### src/rtl/fetch_align.sv
// Fetch-side aligner: splits 32-bit fetch words into a halfword queue and emits
// one RVC parcel or one (possibly straddling) 32-bit instruction per handshake.
module fetch_align #(
  parameter int          DEPTH    = 4,
  parameter logic [31:0] RESET_PC = 32'h0
) (
  input  logic        clock,
  input  logic        reset,
  input  logic        flush_in,
  input  logic [31:0] flush_pc,
  input  logic        fetch_valid,
  output logic        fetch_ready,
  input  logic [31:0] fetch_word,
  output logic        instr_valid,
  input  logic        instr_ready,
  output logic [31:0] instr,
  output logic [31:0] instr_pc,
  output logic        instr_rvc
);

  localparam int CW = $clog2(DEPTH + 1);

  logic [15:0]   q      [DEPTH];
  logic [15:0]   q_next [DEPTH];
  logic [CW-1:0] count;
  logic [CW-1:0] count_next;
  logic [31:0]   head_pc;
  logic          skip_half;

  logic rvc;
  logic push;
  logic pop;
  int   cnt;
  int   push_n;
  int   pop_n;
  int   base;

  // Handshakes and the next queue image: shift out popped halfwords, then
  // append the accepted word behind whatever survives the pop.
  always_comb begin
    cnt         = int'(count);
    rvc         = (q[0][1:0] != 2'b11);
    instr_valid = !flush_in && ((cnt >= 1 && rvc) || cnt >= 2);
    fetch_ready = !flush_in && (cnt <= DEPTH - 2);
    push        = fetch_valid && fetch_ready;
    pop         = instr_valid && instr_ready;
    push_n      = push ? (skip_half ? 1 : 2) : 0;
    pop_n       = pop ? (rvc ? 1 : 2) : 0;
    base        = cnt - pop_n;

    for (int i = 0; i < DEPTH; i++) begin
      q_next[i] = 16'h0;
      for (int j = 0; j < DEPTH; j++) begin
        if (j == i + pop_n) q_next[i] = q[j];
      end
      if (push) begin
        if (skip_half) begin
          if (i == base) q_next[i] = fetch_word[31:16];
        end else begin
          if (i == base)     q_next[i] = fetch_word[15:0];
          if (i == base + 1) q_next[i] = fetch_word[31:16];
        end
      end
    end

    count_next = CW'(cnt + push_n - pop_n);

    instr     = 32'h0;
    instr_rvc = 1'b0;
    if (instr_valid) begin
      instr     = rvc ? {16'h0, q[0]} : {q[1], q[0]};
      instr_rvc = rvc;
    end
    instr_pc = head_pc;
  end

  // Flush wins over any handshake in the same cycle.
  always_ff @(posedge clock or posedge reset) begin
    if (reset) begin
      count     <= '0;
      head_pc   <= RESET_PC;
      skip_half <= 1'b0;
      for (int i = 0; i < DEPTH; i++) q[i] <= 16'h0;
    end else if (flush_in) begin
      count     <= '0;
      head_pc   <= {flush_pc[31:1], 1'b0};
      skip_half <= flush_pc[1];
    end else begin
      q     <= q_next;
      count <= count_next;
      if (pop) head_pc <= head_pc + (rvc ? 32'd2 : 32'd4);
      if (push && skip_half) skip_half <= 1'b0;
    end
  end

endmodule

### config.mk
export PLATFORM = sky130hd
export DESIGN_NAME = fetch_align
export DESIGN_NICKNAME = d
export VERILOG_FILES = /design/src/rtl/fetch_align.sv
export SDC_FILE = /design/constraint.sdc
export NUM_CORES = 1
export LEC_CHECK = 0
export BUFFER_PORTS_ARGS = -buffer_cell sky130_fd_sc_hd__buf_2
export CAP_MARGIN = 20
export CORE_ASPECT_RATIO = 1.25
export CORE_MARGIN = 2
export CORE_UTILIZATION = 56
export DETAILED_ROUTE_END_ITERATION = 10
export PLACE_DENSITY = 0.9
export SKIP_LAST_GASP = 1
export SLEW_MARGIN = 20
export SYNTH_ARGS = -nofsm -noshare
export SYNTH_HDL_FRONTEND = slang
export SYNTH_SLANG_ARGS = --single-unit
### constraint.sdc
create_clock -name clock -period 3.7 [get_ports clock]
set_input_delay 0.555 -clock clock [delete_from_list [all_inputs] [get_ports clock]]
set_output_delay 0.555 -clock clock [all_outputs]
set_load 0.02 [all_outputs]
==> results of run 1 <==
-- power groups by stage --
stage	Combinational, W	Sequential [W]	Clock (W)
after floorplan	0.00237	0.00179	0
after global placement	0.00310	0.00182	0
after detailed placement	0.00321	0.00183	0
after CTS	0.00323	0.00182	0.000989
after global routing	0.00356	0.00188	0.00104
final	0.00328	0.00184	0.000982
-- state kept, by name, indices dropped and copies added (netlist names) --
name       count
instr_pc      31
skip_half      1
q             64
count          3
-- worst max-delay path: cells and delay by family, from the launching register on --
family,cells,cell delay [ns]
xor+xnor,1,0.24
fa+ha+maj,1,0.53
simple gates,4,1.54
flops,1,0.43
buf+inv,1,0.12
compound gates,2,0.46
-- worst max path at each step --
stage	start	depth (start not counted)	end
final	count[1]$_DFF_PP0_	9	q[40]$_DFFE_PP0N_
after global routing	count[1]$_DFF_PP0_	9	q[40]$_DFFE_PP0N_
after CTS	count[1]$_DFF_PP0_	9	q[40]$_DFFE_PP0N_
after detailed placement	flush_in	10	q[46]$_DFFE_PP0N_
after global placement	flush_in	10	q[36]$_DFFE_PP0N_
after floorplan	q[49]$_DFFE_PP0N_	12	q[56]$_DFFE_PP0N_
-- synthesized netlist by cell type (11+ instances only) --
cell type / number / area (µm²)
dfrtp_1: 99 / 2480
nor2_1: 55 / 206
o21ai_0: 48 / 240
and2_1: 47 / 294
a221o_1: 45 / 450
nand2_1: 40 / 150
mux2i_1: 31 / 310
clkbuf_1: 25 / 93.8
inv_1: 25 / 93.8
buf_2: 23 / 115
a22oi_1: 22 / 165
a21o_1: 19 / 143
nand3_1: 17 / 85.1
o21a_1: 17 / 128
a211oi_1: 16 / 120
a221oi_1: 15 / 131
nor3_1: 11 / 55.1
-- final cells by class --
class,count,area (µm²)
Inverter,26,100
Fill cell,1041,4020
Clock buffer,11,243
Tap cell,164,205
Clock inverter,4,56.3
Sequential cell,99,2480
Multi-Input combinational cell,554,4030
Timing Repair Buffer,162,921
-- logic make-up after synthesis --
family / after synthesis
AOI/OAI and AO/OA: 256
and+or+nand+nor: 238
DFF: 99
buffers and inverters: 84
muxes: 34
xor gates and xnor gates: 15
adders and majority gates: 10
other: 1
-- routing by layer --
layer / track usage [%] / vias to the layer above / share of wire, %
met3: 5.07 / 98 / 9.9
li1: - / 3016 / -
met4: 17.9 / 0 / 4.8
met1: 41.1 / 3296 / 37
met5: 0 / - / 0
met2: 53.3 / 474 / 49
-- stage by stage --
step                hold slack, ns  instance area (µm²)  utilization (%)  setup WS, ns  total power (W)
floorplan                    0.494                 6870                -         0.396          0.00416
global placement             0.491                 7730             64.2         0.297          0.00492
detailed placement           0.502                 7730             64.2         0.225          0.00504
CTS                          0.273                 8030             66.6         0.369          0.00604
global route                 0.311                 8030             66.6         0.164          0.00648
finish                       0.248                 8030             66.6         0.302          0.00610
==> run metrics, run 1 <==
final slew viol count 0; Largest stage delay, worst path 0.79 ns; GRT overflow 0; Detailed Place HPWL 14.3 mm; most common cell after layout, fill and taps aside buf_2; proportion of layout cells with a drive suffix above 1 25.1%; worst reg2reg endpoint q[40]$_DFFE_PP0N_; RSZ-0062 raised after global routing no; Cell Int Power 0.00343 W; post-route insts no fill 1,020; Synth Area in XOR/XNOR 2.18%; VDD IR max 0.472 mV; WP data required 3.99 ns; Synth-to-Final Area Change 16.8%; total CTS buffers 9; R2R depth 9; H-tree depth 3; worst slew pin tran 0.905 ns; most frequent cells in the layout 133 x buf_2, 99 x dfrtp_1, 55 x nor2_1, 48 x o21ai_0, 47 x and2_1; post-synthesis compound-gate area fraction 29.2%; #FFs+latches synth 99; CTS Hold Bufs 0; post-synthesis mux area share 5.01%; Flop pwr share 30.1%; Critical Path End Type flop; status finished, final reports clean; WL final 21.3 mm; routability cong. 0.940; vias 6,884; Gate power share 53.8%; DR iter-0 viols 702; leakage power total 3.78 nW; Root Driver clkbuf_16; Total GRT Usage 32.7%; clock network latency to the later pin of the worst-skew pair 0.35 ns; ys async rst share 100%; Max-cap violations 0; final worst-path cycle share 91.8%; setup violators final 0; Final Skew 0.0123 ns; Slew HR 39.6%; Die Footprint 13,200 µm²; antenna cells 0; Clk pwr share 16.1%; R2R Path Start count[1]$_DFF_PP0_; vias in the first global route 6,673; yosys warns 0; Port Buffers 133; Final min period 3.40 ns; Post-CTS Setup Inserts 0; WP data arrival 3.69 ns; endpoints failing hold 0; area of the core 12,000 µm²; Seq/Total Area, Yosys 36.0%; Netlist cell types 77; Net Switching 0.00267 W; initial antenna violation count 0; adder-cell share of the synthesized area 2.26%; DR pass1 iterations 5; Site Rows 45; Die H 128 µm; Fmax 294 MHz; combinational family with the most area after synthesis compound AO/OA/AOI/OAI gates; cell count after synthesis 737; DR WL/cell 20.9 µm; Main synth FF type dfrtp_1; Syn Nets 816; post-CTS resize count 0; Avg Inst Size Synth 9.33 µm²; synthesized area 6870 µm²; first-pass GRT wire length 33.7 mm; CP max FO 16; post-DR vias/cell 6.75; slowest CP cell and3_1; P per Cell Area 760 nW/µm²; R2R Setup Slk 0.30 ns; Post-layout nets 931; pin count of the biggest net entering global routing 66; Synth Area in Simple Gates 19.6%; TritonCTS clock tree yes; clock transition at the registers of the reported paths 0.07 ns; Setup TNS 0 ns; Setup Crit Path Kind flop to flop; Initial Util 57.0%; number of synthesized flops with an enable pin 0; worst-path cell chain or2_2 -> nand3_1 -> inv_1 -> fa_1 -> xnor2_4 -> o21ai_4 -> nor2_4 -> and3_1 -> a221o_1; placed cells 1,005; maximum root-to-sink buffer count 2; drc violations 0; Switching Fraction 43.8%; Ports 136; Hold WC Path Type input pin to asynchronous set/reset pin; Die Wd 103 µm; Sink Count 99; Antenna Nets Post-Route 0; startpoint types flop
Note: power is estimated with default switching activity, not from simulation.
==> run 2, diff against run 1 <==
--- a/config.mk
+++ b/config.mk
@@ -10,8 +10,9 @@
 export CORE_ASPECT_RATIO = 1.25
 export CORE_MARGIN = 2
 export CORE_UTILIZATION = 56
+export CTS_CLUSTER_SIZE = 16
 export DETAILED_ROUTE_END_ITERATION = 10
-export PLACE_DENSITY = 0.9
+export PLACE_DENSITY = 0.84
 export SKIP_LAST_GASP = 1
 export SLEW_MARGIN = 20
 export SYNTH_ARGS = -nofsm -noshare
==> run 2 against run 1 <==
  * Core utilization grew 0.052 points
  * Flip-flop and latch count unchanged
  * Cell area is essentially flat
  * First-iteration DRC count increased by 2.1%
  * Die area unchanged
  * Clock power is 7% higher
  * Register-to-register slack got worse by 0.17 ns
  * Worst setup slack got worse by 0.17 ns
  * Clock skew down 0.0044 ns
  * Non-clock buffer count is the same
  * Critical path type unchanged
  * Critical endpoint is now q[37]$_DFFE_PP0N_
  * Largest cell class unchanged
  * Largest power group unchanged
==> run metrics, run 2 (same netlist as run 1, synthesis figures left out) <==
status finished, final reports clean; CTS Hold Bufs 0; R2R Path Start count[2]$_DFF_PP0_; TritonCTS clock tree yes; leakage power total 3.78 nW; Root Driver clkbuf_16; clock network latency to the later pin of the worst-skew pair 0.36 ns; Detailed Place HPWL 14.7 mm; clock transition at the registers of the reported paths 0.07 ns; total chip power 0.00616 W; GRT overflow 0; Setup TNS 0 ns; Worst Setup SP count[2]$_DFF_PP0_; routability cong. 0.948; WP data arrival 3.85 ns; Post-CTS Setup Inserts 0; Filler cells 981; VDD IR max 0.395 mV; number of flip-flops under the largest register name 64; worst reg2reg endpoint q[37]$_DFFE_PP0N_; post-DR vias/cell 6.83; vias in the first global route 6,908; first-pass GRT wire length 34.5 mm; DR iter-0 viols 717; Final Skew 0.00796 ns; Sink Count 99; Synth-to-Final Area Change 16.9%; Hold WC Path Type input pin to asynchronous set/reset pin; hold slack 0.345 ns; Site Rows 45; Initial Util 57.0%; P per Cell Area 767 nW/µm²; endpoints failing hold 0; Ports 136; CP max FO 16; Total GRT Usage 33.4%; pin count of the biggest net entering global routing 64; WL final 21.8 mm; Die Wd 103 µm; final slew viol count 0; RSZ-0062 raised after global routing no; final worst slack 0.137 ns; worst slack at placement 0.124 ns; Antenna Nets Post-Route 0; DR pass1 iterations 5; WP data required 3.99 ns; final worst-path cycle share 96.3%; post-CTS resize count 0; R2R depth 9; antenna cells 0; DR WL/cell 21.4 µm; vias 6,975; proportion of layout cells with a drive suffix above 1 25.2%; setup violators final 0; CP endpoint q[37]$_DFFE_PP0N_; Critical Path End Type flop; Fmax 281 MHz; Final min period 3.56 ns; Max-cap violations 0; Die Footprint 13,200 µm²; total CTS buffers 9; most common cell after layout, fill and taps aside buf_2; Post-layout nets 931; Die H 128 µm; largest reg by FF count q; area of the core 12,000 µm²; startpoint types flop; Setup Crit Path Kind flop to flop; drc violations 0; Slew HR 30.4%; most frequent cells in the layout 133 x buf_2, 99 x dfrtp_1, 55 x nor2_1, 48 x o21ai_0, 47 x and2_1; Port Buffers 133; worst slew pin tran 1.04 ns; R2R Setup Slk 0.14 ns; initial antenna violation count 0; maximum root-to-sink buffer count 2; H-tree depth 3
run 2: power breakdown:
group          switching (W)  total [W]  internal, W  leakage, nW
registers           0.000386    0.00187      0.00148         1.24
clock network       0.000451    0.00105     0.000597        0.152
logic                0.00187    0.00325      0.00137         2.39
run 2: worst min path at each step:
stage,start,end,slack [ns],depth (start not counted)
floorplan,q[0]$_DFFE_PP0N_,q[0]$_DFFE_PP0N_,0.49,1
global placement,instr_pc[1]$_DFFE_PP0N_,instr_pc[1]$_DFFE_PP0N_,0.51,2
detailed placement,instr_pc[1]$_DFFE_PP0N_,instr_pc[1]$_DFFE_PP0N_,0.52,2
CTS,reset,instr_pc[5]$_DFFE_PP0N_,0.40,2
global route,reset,instr_pc[3]$_DFFE_PP0N_,0.41,2
finish,reset,instr_pc[2]$_DFFE_PP0N_,0.35,2
run 2: per-stage QoR:
stage	std cells	util (%)	cell area, µm²
after global routing	1021	66.7	8040
after global placement	1005	64.0	7710
after floorplan	737	-	6870
after detailed placement	1005	64.0	7710
after CTS	1021	66.7	8040
final	1021	66.7	8040
run 2: layer usage:
| layer | track usage, % | up-vias | wire length [µm] |
|---|---|---|---|
| met5 | 0 | - | 0 |
| met4 | 16.6 | 0 | 1000 |
| met3 | 6.60 | 94 | 2090 |
| met2 | 56.0 | 454 | 10600 |
| met1 | 40.3 | 3399 | 8110 |
| li1 | - | 3028 | - |
run 2: area by class of cell:
type                            count  area, µm²  area share [%]
Inverter                           26        100            1.25
Clock inverter                      7       97.6            1.21
Tap cell                          164        205            2.55
Multi-Input combinational cell    554       4020            50.0
Timing Repair Buffer              162        908            11.3
Clock buffer                        9        225            2.80
Sequential cell                    99       2480            30.8
run 2: critical path, stage by stage, from the launching register on:
cell and delay (ns):
dfrtp_1 0.55, nor3_1 0.45, nor3_2 0.09, ha_1 0.22, fa_1 0.50, xnor2_4 0.24, o21ai_4 0.18, nor2_4 0.23
and3_1 0.73, a221o_1 0.29
==> run 3, diff against run 2 <==
--- a/config.mk
+++ b/config.mk
@@ -12,6 +12,7 @@
 export CORE_UTILIZATION = 56
 export CTS_CLUSTER_SIZE = 16
 export DETAILED_ROUTE_END_ITERATION = 10
+export GPL_TIMING_DRIVEN = 0
 export PLACE_DENSITY = 0.84
 export SKIP_LAST_GASP = 1
 export SLEW_MARGIN = 20
==> run 3 against run 2 <==
  * Register-to-register slack worse by 0.12 ns
  * Flip-flop and latch count unchanged
  * Routed wire length increased by 7.9%
  * Cell count increased by 3.0%
  * Worst setup slack got worse by 0.12 ns
==> run metrics, run 3 (same netlist as run 1, synthesis figures left out) <==
Detailed Place HPWL 16.4 mm; H-tree depth 3; Root Driver clkbuf_16; Port Buffers 133; Die H 128 µm; Fmax 272 MHz; setup violators final 0; Hold WC Path Type input pin to asynchronous set/reset pin; total CTS buffers 9; DR iter-0 viols 766; WL final 23.5 mm; worst slew pin tran 0.941 ns; Largest stage delay, worst path 0.54 ns; worst reg2reg endpoint q[26]$_DFFE_PP0N_; leakage power total 3.83 nW; drc violations 0; final slew viol count 0; post-DR vias/cell 6.80; routability cong. 0.976; proportion of layout cells with a drive suffix above 1 25.5%; R2R Setup Slk 0.02 ns; vias in the first global route 6,904; R2R Path Start q[49]$_DFFE_PP0N_; Max-cap violations 0; endpoints failing hold 0; Slew HR 36.8%; DR pass1 iterations 5; total chip power 0.00623 W; WP data arrival 3.98 ns; P per Cell Area 765 nW/µm²; initial antenna violation count 0; Ports 136; TritonCTS clock tree yes; most common cell after layout, fill and taps aside buf_2; first-pass GRT wire length 36.1 mm; hold slack 0.211 ns; status finished, final reports clean; Setup Crit Path Kind flop to flop; VDD IR max 0.428 mV; vias 7,157; Final Skew 0.0129 ns; pin count of the biggest net entering global routing 57; maximum root-to-sink buffer count 2; area of the core 12,000 µm²; Synth-to-Final Area Change 18.6%; clock network latency to the later pin of the worst-skew pair 0.36 ns; CTS Hold Bufs 0; CP max FO 11; worst-path cell chain and2_1 -> clkbuf_4 -> nor3_4 -> buf_4 -> ha_1 -> fa_2 -> nand3b_1 -> o21ai_0 -> and3_1 -> clkbuf_1 -> clkbuf_4 -> a21o_1; WP data required 4.00 ns; final worst-path cycle share 99.5%; Critical Path End Type flop; Final min period 3.68 ns; Die Wd 103 µm; startpoint types flop; Crit path top cell by count clkbuf_4; Site Rows 45; R2R depth 12; slowest CP cell fa_2; antenna cells 0; Sink Count 99; clock transition at the registers of the reported paths 0.08 ns; Antenna Nets Post-Route 0; Die Footprint 13,200 µm²; number of flip-flops under the largest register name 64; largest reg by FF count q; post-route insts no fill 1,052; Initial Util 57.0%; Post-layout nets 962; placed cells 1,035; GRT overflow 0; DR WL/cell 22.4 µm; most frequent cells in the layout 152 x buf_2, 99 x dfrtp_1, 53 x nor2_1, 48 x o21ai_0, 47 x and2_1; Total GRT Usage 35.6%; RSZ-0062 raised after global routing yes
-- run 3: cell count changes in the layout (fill, tap and decap cells not counted), sizes merged --
cell      delta
clkinvlp     -1
bufinv       -1
clkinv       +1
clkbuf      +28
buf          +4
-- run 3: area by class of cell --
| class | count | area (µm²) |
|---|---|---|
| Clock buffer | 10 | 239 |
| Timing Repair Buffer | 136 | 708 |
| Multi-Input combinational cell | 554 | 4040 |
| Buffer | 57 | 297 |
| Fill cell | 1036 | 3900 |
| Inverter | 26 | 103 |
| Clock inverter | 6 | 82.6 |
| Sequential cell | 99 | 2480 |
| Tap cell | 164 | 205 |
-- run 3: where the power goes --
part,internal [W],switching (W),leakage (nW)
clock network,0.000558,0.000474,0.154
logic,0.00138,0.00196,2.44
registers,0.00148,0.000374,1.24
-- run 3: what timing repair did --
action                                  CTS  global route
setup buffers                             2             0
endpoints found under the hold margin     0             0
cloned                                    0             0
gates resized for setup                   6             8
pin swaps                                 2             0
endpoints found under the setup margin   63            48
-- run 3: worst max path at each step --
stage / startpoint / to / slack, ns / cells past startpoint
after floorplan: q[49]$_DFFE_PP0N_ / q[56]$_DFFE_PP0N_ / 0.40 / 12
after global placement: flush_in / q[56]$_DFFE_PP0N_ / -0.80 / 12
after detailed placement: flush_in / q[56]$_DFFE_PP0N_ / -0.87 / 12
after CTS: q[48]$_DFFE_PP0N_ / q[26]$_DFFE_PP0N_ / 0.007 / 12
after global routing: q[49]$_DFFE_PP0N_ / q[51]$_DFFE_PP0N_ / -0.02 / 12
final: q[49]$_DFFE_PP0N_ / q[26]$_DFFE_PP0N_ / 0.02 / 12
-- run 3: metal layers --
layer	global-route usage, %	routed length (µm)
met5	0	0
met4	19.6	1330
met3	6.11	2610
met2	56.5	11000
met1	45.7	8620
-- run 3: worst max-delay path, delay by kind of cell (launching register included) --
family / cells / cell delay (ns)
AO/OA/AOI/OAI: 2 / 0.30
flip-flops: 1 / 0.43
buffers and inverters: 4 / 1.20
adder cells (fa/ha/maj): 2 / 0.78
AND/OR/NAND/NOR: 4 / 0.92
-- run 3: stage by stage --
step | setup TNS [ns] | util, % | setup slack, ns | area (µm²)
6_report | 0 | 67.6 | 0.0194 | 8150
4_1_cts | 0 | 67.5 | 0.00663 | 8130
3_3_place_gp | -97.14 | 64.3 | -0.803 | 7740
2_1_floorplan | 0 | - | 0.396 | 6870
3_5_place_dp | -28.37 | 64.5 | -0.869 | 7780
5_1_grt | -0.0412 | 67.6 | -0.0165 | 8150
